`config.mk`:
```
export PLATFORM = sky130hd
export DESIGN_NAME = garage_door_ctrl_timed
export DESIGN_NICKNAME = d
export VERILOG_FILES = /design/src/rtl/garage_door_ctrl_timed.sv
export SDC_FILE = /design/constraint.sdc
export NUM_CORES = 1
export LEC_CHECK = 0
export BUFFER_PORTS_ARGS = -buffer_cell sky130_fd_sc_hd__buf_2
export CAP_MARGIN = 20
export CORE_ASPECT_RATIO = 0.6
export CORE_UTILIZATION = 40
export DETAILED_ROUTE_END_ITERATION = 10
export PLACE_DENSITY_LB_ADDON = 0.1
export SLEW_MARGIN = 10
export SYNTH_ARGS = -nofsm -noshare
export SYNTH_HDL_FRONTEND = slang
export SYNTH_SLANG_ARGS = --single-unit
```
`constraint.sdc`:
```
create_clock -name CLK -period 2.75 [get_ports CLK]
set_input_delay 0.275 -clock CLK [delete_from_list [all_inputs] [get_ports CLK]]
set_output_delay 0.275 -clock CLK [all_outputs]
set_load 0.02 [all_outputs]
```
`src/rtl/garage_door_ctrl_timed.sv`:
```
// Garage door controller: edge-triggered button, stop/reverse, obstacle reversal, travel timeout and auto-close.
// Motor outputs and Fault are registered from the next state, so a press sampled at edge k drives the motor right after edge k.
module garage_door_ctrl_timed #(
   parameter int TRAVEL_TIMEOUT = 1000,
   parameter int AUTO_CLOSE     = 0,
   parameter int CNT_W          = 16
) (
   input  logic       CLK,
   input  logic       RST,
   input  logic       UP_Max,
   input  logic       DN_Max,
   input  logic       Activate,
   input  logic       Obstacle,
   output logic       UP_M,
   output logic       DN_M,
   output logic       Fault,
   output logic [2:0] State
);

   typedef enum logic [2:0] {
      S_IDLE    = 3'd0,
      S_MV_UP   = 3'd1,
      S_MV_DN   = 3'd2,
      S_OPEN    = 3'd3,
      S_STOPPED = 3'd4,
      S_FAULT   = 3'd5
   } state_t;

   localparam logic [CNT_W-1:0] TO_LAST = CNT_W'(TRAVEL_TIMEOUT - 1);
   localparam logic [CNT_W-1:0] AC_LAST = CNT_W'((AUTO_CLOSE > 0) ? (AUTO_CLOSE - 1) : 0);
   localparam bit               AC_EN   = (AUTO_CLOSE != 0);
   localparam logic [CNT_W-1:0] CNT_ONE = CNT_W'(1);
   localparam logic [CNT_W-1:0] CNT_MAX = '1;

   state_t             state_q, state_d;
   logic [CNT_W-1:0]   cnt_q, cnt_d;
   logic               act_q;
   logic               last_up_q, last_up_d;
   logic               up_m_q, dn_m_q, fault_q;
   logic               press;
   logic               sensor_err;
   logic               timeout;
   logic [CNT_W-1:0]   cnt_inc;

   assign press      = Activate & ~act_q;
   assign sensor_err = UP_Max & DN_Max;
   assign timeout    = (cnt_q == TO_LAST);
   assign cnt_inc    = (cnt_q == CNT_MAX) ? cnt_q : (cnt_q + CNT_ONE);

   // Branch order inside each state encodes: sensor fault > limit > obstacle > press > timer.
   always_comb begin
      state_d   = state_q;
      last_up_d = last_up_q;
      if (state_q != S_FAULT && sensor_err) begin
         state_d = S_FAULT;
      end else begin
         case (state_q)
            S_IDLE: begin
               if (press) state_d = UP_Max ? S_MV_DN : S_MV_UP;
            end
            S_MV_UP: begin
               if (UP_Max) begin
                  state_d = S_OPEN;
               end else if (press) begin
                  state_d   = S_STOPPED;
                  last_up_d = 1'b1;
               end else if (timeout) begin
                  state_d = S_FAULT;
               end
            end
            S_MV_DN: begin
               if (DN_Max) begin
                  state_d = S_IDLE;
               end else if (Obstacle) begin
                  state_d = S_MV_UP;
               end else if (press) begin
                  state_d   = S_STOPPED;
                  last_up_d = 1'b0;
               end else if (timeout) begin
                  state_d = S_FAULT;
               end
            end
            S_OPEN: begin
               if (press) begin
                  state_d = S_MV_DN;
               end else if (AC_EN && (cnt_q == AC_LAST) && !Obstacle) begin
                  state_d = S_MV_DN;
               end
            end
            S_STOPPED: begin
               if (press) state_d = last_up_q ? S_MV_DN : S_MV_UP;
            end
            S_FAULT: state_d = S_FAULT;
            default: state_d = S_IDLE;
         endcase
      end
   end

   // Any state change restarts the count, which also gives a reversal a fresh timeout window.
   always_comb begin
      cnt_d = cnt_q;
      if (state_d != state_q) begin
         cnt_d = '0;
      end else begin
         case (state_q)
            S_MV_UP, S_MV_DN: cnt_d = cnt_inc;
            S_OPEN:           cnt_d = Obstacle ? '0 : cnt_inc;
            default:          cnt_d = cnt_q;
         endcase
      end
   end

   always_ff @(posedge CLK or negedge RST) begin
      if (!RST) begin
         state_q   <= S_IDLE;
         cnt_q     <= '0;
         act_q     <= 1'b0;
         last_up_q <= 1'b0;
         up_m_q    <= 1'b0;
         dn_m_q    <= 1'b0;
         fault_q   <= 1'b0;
      end else begin
         state_q   <= state_d;
         cnt_q     <= cnt_d;
         act_q     <= Activate;
         last_up_q <= last_up_d;
         up_m_q    <= (state_d == S_MV_UP);
         dn_m_q    <= (state_d == S_MV_DN);
         fault_q   <= (state_d == S_FAULT);
      end
   end

   assign UP_M  = up_m_q;
   assign DN_M  = dn_m_q;
   assign Fault = fault_q;
   assign State = state_q;

endmodule

```
==> Word level (Yosys, flattened, before mapping) <==
Cells that the tools add are included.
W data, S select, Z words.
{ "word_totals": {"regBits": 24, "inputBits": 6, "out_inout_bits": 6, "wordCells": 57} }
{ "op_classes": {"add_sub_neg": 1, "eq_ne": 17, "mux": 22, "bitwise": 4, "n_reduce_logical": 6} }
{ "ops": {"columns": ["cell", "n"], "rows": [
  ["$mux W16", 3],
  ["$pmux W16 S2", 1],
  ["$mux W3", 9],
  ["$pmux W3 S6", 1],
  ["$add A16 B1 Y16 const B", 1],
  ["$eq A16 B10 Y1 const B", 1],
  ["$eq A16 B16 Y1 const B", 1],
  ["$ne A2 B2 Y1 const B", 5],
  ["$eq A3 B2 Y1 const B", 3],
  ["$eq A3 B3 Y1 const B", 3],
  ["$reduce_and A7 Y1", 1],
  ["$eq A3 B1 Y1 const B", 2],
  ["$mux W1", 5],
  ["$mux W2", 2],
  ["$logic_not A3 Y1", 1],
  ["$ne A3 B3 Y1", 1],
  ["$ne A3 B3 Y1 const B", 1],
  ["$reduce_bool A3 Y1", 1],
  ["$and A1 B1 Y1", 2],
  ["$not A1 Y1", 2],
  ["$pmux W1 S2", 1],
  ["$reduce_bool A2 Y1", 1],
  ["$reduce_or A2 Y1", 1],
  ["$logic_and A1 B1 Y1", 1]
]} }

==> Depth between registers and ports, before layout <==
{ "logic_depth": {"ltp_word": 9, "ltp_mapped": 8, "ltp_nobuf": 7} }

==> Least setup slack after synthesis <==
No wires, ideal clock.
{ "synth_path": {"kind": "reg2reg", "startpoint": "reg cnt_q[14]", "endpoint": "reg cnt_q[12]", "arrival_time_ns": 2.029, "required_time_ns": 2.630, "setup_slack_ns": 0.601, "path_stages_with_launch": 8, "n_path_buf": 1, "synth_period_minus_slack_ns": 2.149, "cell_sequence": "dfrtp_1 or4_4 nor4_4 nand3b_2 and4_1 o21ai_2 buf_6 nor2_1"} }
{ "synth_between": {"elab_chain_cells": 9, "elab_cells_between_ends": 15} }
{ "synth_lines": {"columns": ["element", "line_no", "rtl"], "rows": [
  ["start: declaration", "36", "logic [CNT_W-1:0] cnt_q, cnt_d;"],
  ["start signal: assignment", "124", "cnt_q <= cnt_d;"],
  ["$eq A16 B10 Y1", "47", "assign timeout = (cnt_q == TO_LAST);"],
  ["$mux W3", "67, 79", null],
  ["$mux W3", "64", "end else if (press) begin"],
  ["$mux W3", "74", "end else if (Obstacle) begin"],
  ["$mux W3", "72", "if (DN_Max) begin"],
  ["$pmux W3 S6", "57", "case (state_q)"],
  ["$mux W3", "54", "if (state_q != S_FAULT && sensor_err) begin"],
  ["$ne A3 B3 Y1", "102", "if (state_d != state_q) begin"],
  ["$reduce_bool A3 Y1 (no source line) / $mux W16 (equally long branches)", null, null]
]} }
Several ways; a longest one is shown, not always the timed one.
A chain may end at the register's enable or synchronous reset.

==> Worst setup path in the final report <==
{ "layout_path": {"startpoint": "reg cnt_q[3]", "endpoint": "reg cnt_q[15]"} }
Same word-level chain as after synthesis.

==> metrics.txt <==
Area Growth Syn to Fin=11.2%; Final HPWL DP=2560 microns; most frequent cells in the layout=nor2_1 (26), dfrtp_1 (24), nand3_1 (12), buf_2 (11); sequential-to-total area share from yosys stat=0.411; GR Util met2=0.256; # fillers=330; final setup violation count=0; asr flop ratio synth=1.00; antenna violations before repair=0; mean post-synth cell area=8.92 sq um; Core Area=approximately 3400 sq um; buffers and inverters on the worst path=1; Antenna Nets Post-Route=0; vias in the first global route=1188; CTS root buf=clkbuf_8; total placed instance area=1550 sq um; H-tree Lvls=1; Required @ worst endpoint=2.93 ns; RSZ-0062 raised after global routing=no; Ys Warns=0; static leakage=about 0.66 nW; TritonCTS Buffers=3; Sinks on Clock Net=24; buffers added on ports=11; Worst slew margin=0.599; status=completed; total negative slack=0 ns; fin area=1630 sq um; peak supply drop=507 uV; first-pass GRT wire length=5930 microns; slowest stage delay, CP=0.55 ns; Final Non-Filler Cells=222; Initial DRC Count=144; grt ovf=0; startpoint types=flip-flop; worst-path cell chain=or4_4, nor4_4, nand3b_2, a31oi_1, o21ai_2, buf_4, a211oi_1; Distinct cells, synth=50; Worst Skew=between 0.0015 and 0.002 ns; Multi-input gate area=792 sq um; crit share post-route=0.872; IO Pins=12; GRT Util Overall=0.199; largest net degree at the start of global routing=25; clock latency at the later pin of the worst-skew pair=0.27 ns; busiest metal layer after global routing=met1; DIE WIDTH=80.1 microns; DRT Wirelength=approximately 3400 microns; WL per Instance=15.5 microns; layout net count=185; initial cell density of the core=0.435; Hold Crit Class=in -> reg; final core occ=0.484; Hold Violations, Final=0; Syn Std Cell Area=1460 sq um; clk slew on worst S/H paths=0.09 ns; CP Max Fanout=13; hold slack final=0.125 ns; # diodes=0; Cell Pwr Density=854 nW/um^2; Placer Congestion=about 1; crit path kind=reg -> reg; GR Util met3=0.0449; maximum buffer depth of the clock tree=2; Syn Nets=171; slowest CP cell=or4_4; Max Slew Vio Count=0; fmax=417 MHz; Global Route met1 Usage=0.330; first-pass iteration count of the detailed router=4; PostCTS Resize Cnt=0; Worst Path Arrival=2.58 ns; Cells after Synth=about 160; dominant synthesized flop cell=dfrtp_1; routed vias=1260; storage element area=about 600 sq um; share of post-route cells with drive strength above 1=0.181; # rows=16; #FFs+latches synth=24; Die Span Y=48.8 microns; CTS tree=done; Vias/cell=5.68; Max Cap Viol=0; Post-synth EDFFs=0; kind of cell adding the most delay to the critical path=simple AND/OR/NAND/NOR gates; Inst Count DP=217; commonest non-fill, non-tap cell in the layout=nor2_1; Worst Tran Pin Value=0.586 ns; crit path capture type=flip-flop; Residual DRC=0; Final min period=approximately 2.4 ns; die area=3910 sq um
layer usage:
layer  up-vias  wire, microns
met5         -              0
met4         0             20
met3         4            245
met2        37           1330
met1       606           1850
li1        613              -
cell families (layout without fill, tap and decap cells):
| group | Yosys count | after routing | synth area share |
|---|---|---|---|
| and+or+nand+nor | 86 | 86 | 0.321 |
| AOI/OAI and AO/OA | 29 | 29 | 0.138 |
| DFF | 24 | 24 | 0.411 |
| buffers and inverters | 12 | 25 | 0.0479 |
| xor gates and xnor gates | 10 | 10 | 0.0599 |
| muxes | 2 | 2 | 0.0145 |
| adders and majority gates | 1 | 1 | 0.00855 |
final timing paths:
path / from / to / slack (ns) / cells after the start
max: cnt_q[3] / cnt_q[15] / 0.35 / 7
min: Activate / act_q / 0.12 / 1
max reg2reg: cnt_q[3] / cnt_q[15] / 0.35 / 7
min reg2reg: cnt_q[1] / cnt_q[1] / 0.57 / 2
max in group asynchronous: RST / cnt_q[2] / 1.89 / 2
min in group asynchronous: RST / UP_M / 0.51 / 2
cells in the mapped netlist, types with 2 or more instances:
master	n	area [sq um]
nor2_2	2	12.5
nand3_1	12	60.1
a22oi_1	2	15.0
nor3_1	10	50.1
buf_6	2	22.5
nand2_1	10	37.5
and4_1	2	17.5
inv_1	7	26.3
or4_4	2	22.5
nor2b_1	3	18.8
a21oi_1	6	30.0
o21ai_0	5	25.0
clkbuf_1	2	7.51
dfrtp_1	24	601
nor3b_1	2	15.0
xnor2_1	9	78.8
nor4_1	2	12.5
a31oi_1	3	18.8
nor2_1	26	97.6
nand4_1	3	18.8
worst reg2reg max path, stage by stage, from the launching register on:
cell	delay (ns)
dfrtp_1	0.45
or4_4	0.55
nor4_4	0.39
nand3b_2	0.16
a31oi_1	0.28
o21ai_2	0.09
buf_4	0.19
a211oi_1	0.18
cell type report:
class	instances	share of cell area
clock buffers	3	0.0254
clock inverters	1	0.0185
inverters	7	0.0162
multi-input cells	128	0.487
flip-flops and latches	24	0.369
well taps	45	0.0346
repair buffers	14	0.0492
per-stage QoR:
step                power, mW  setup slack [ns]
floorplan               0.943             0.601
global placement         1.07             0.451
detailed placement       1.07             0.397
CTS                      1.39             0.371
global route             1.49             0.210
finish                   1.39             0.351
flip-flops by register name (all words and copies together) (netlist names):
register   flops
UP_M           1
cnt_q         16
DN_M           1
act_q          1
Fault          1
State          3
last_up_q      1
power breakdown:
part	internal (mW)	total, mW	switching (mW)	leakage, nW
Combinational	0.202	0.583	0.381	0.301
Sequential	0.404	0.495	0.0904	0.321
Clock	0.195	0.312	0.117	0.0357
Total	0.801	1.39	0.588	0.658
what timing repair did:
item                      CTS  global route
hold buffers                1             0
hold endpoints to repair   24             0
setup buffers               0             0
Note: power is estimated with default switching activity, not from simulation.
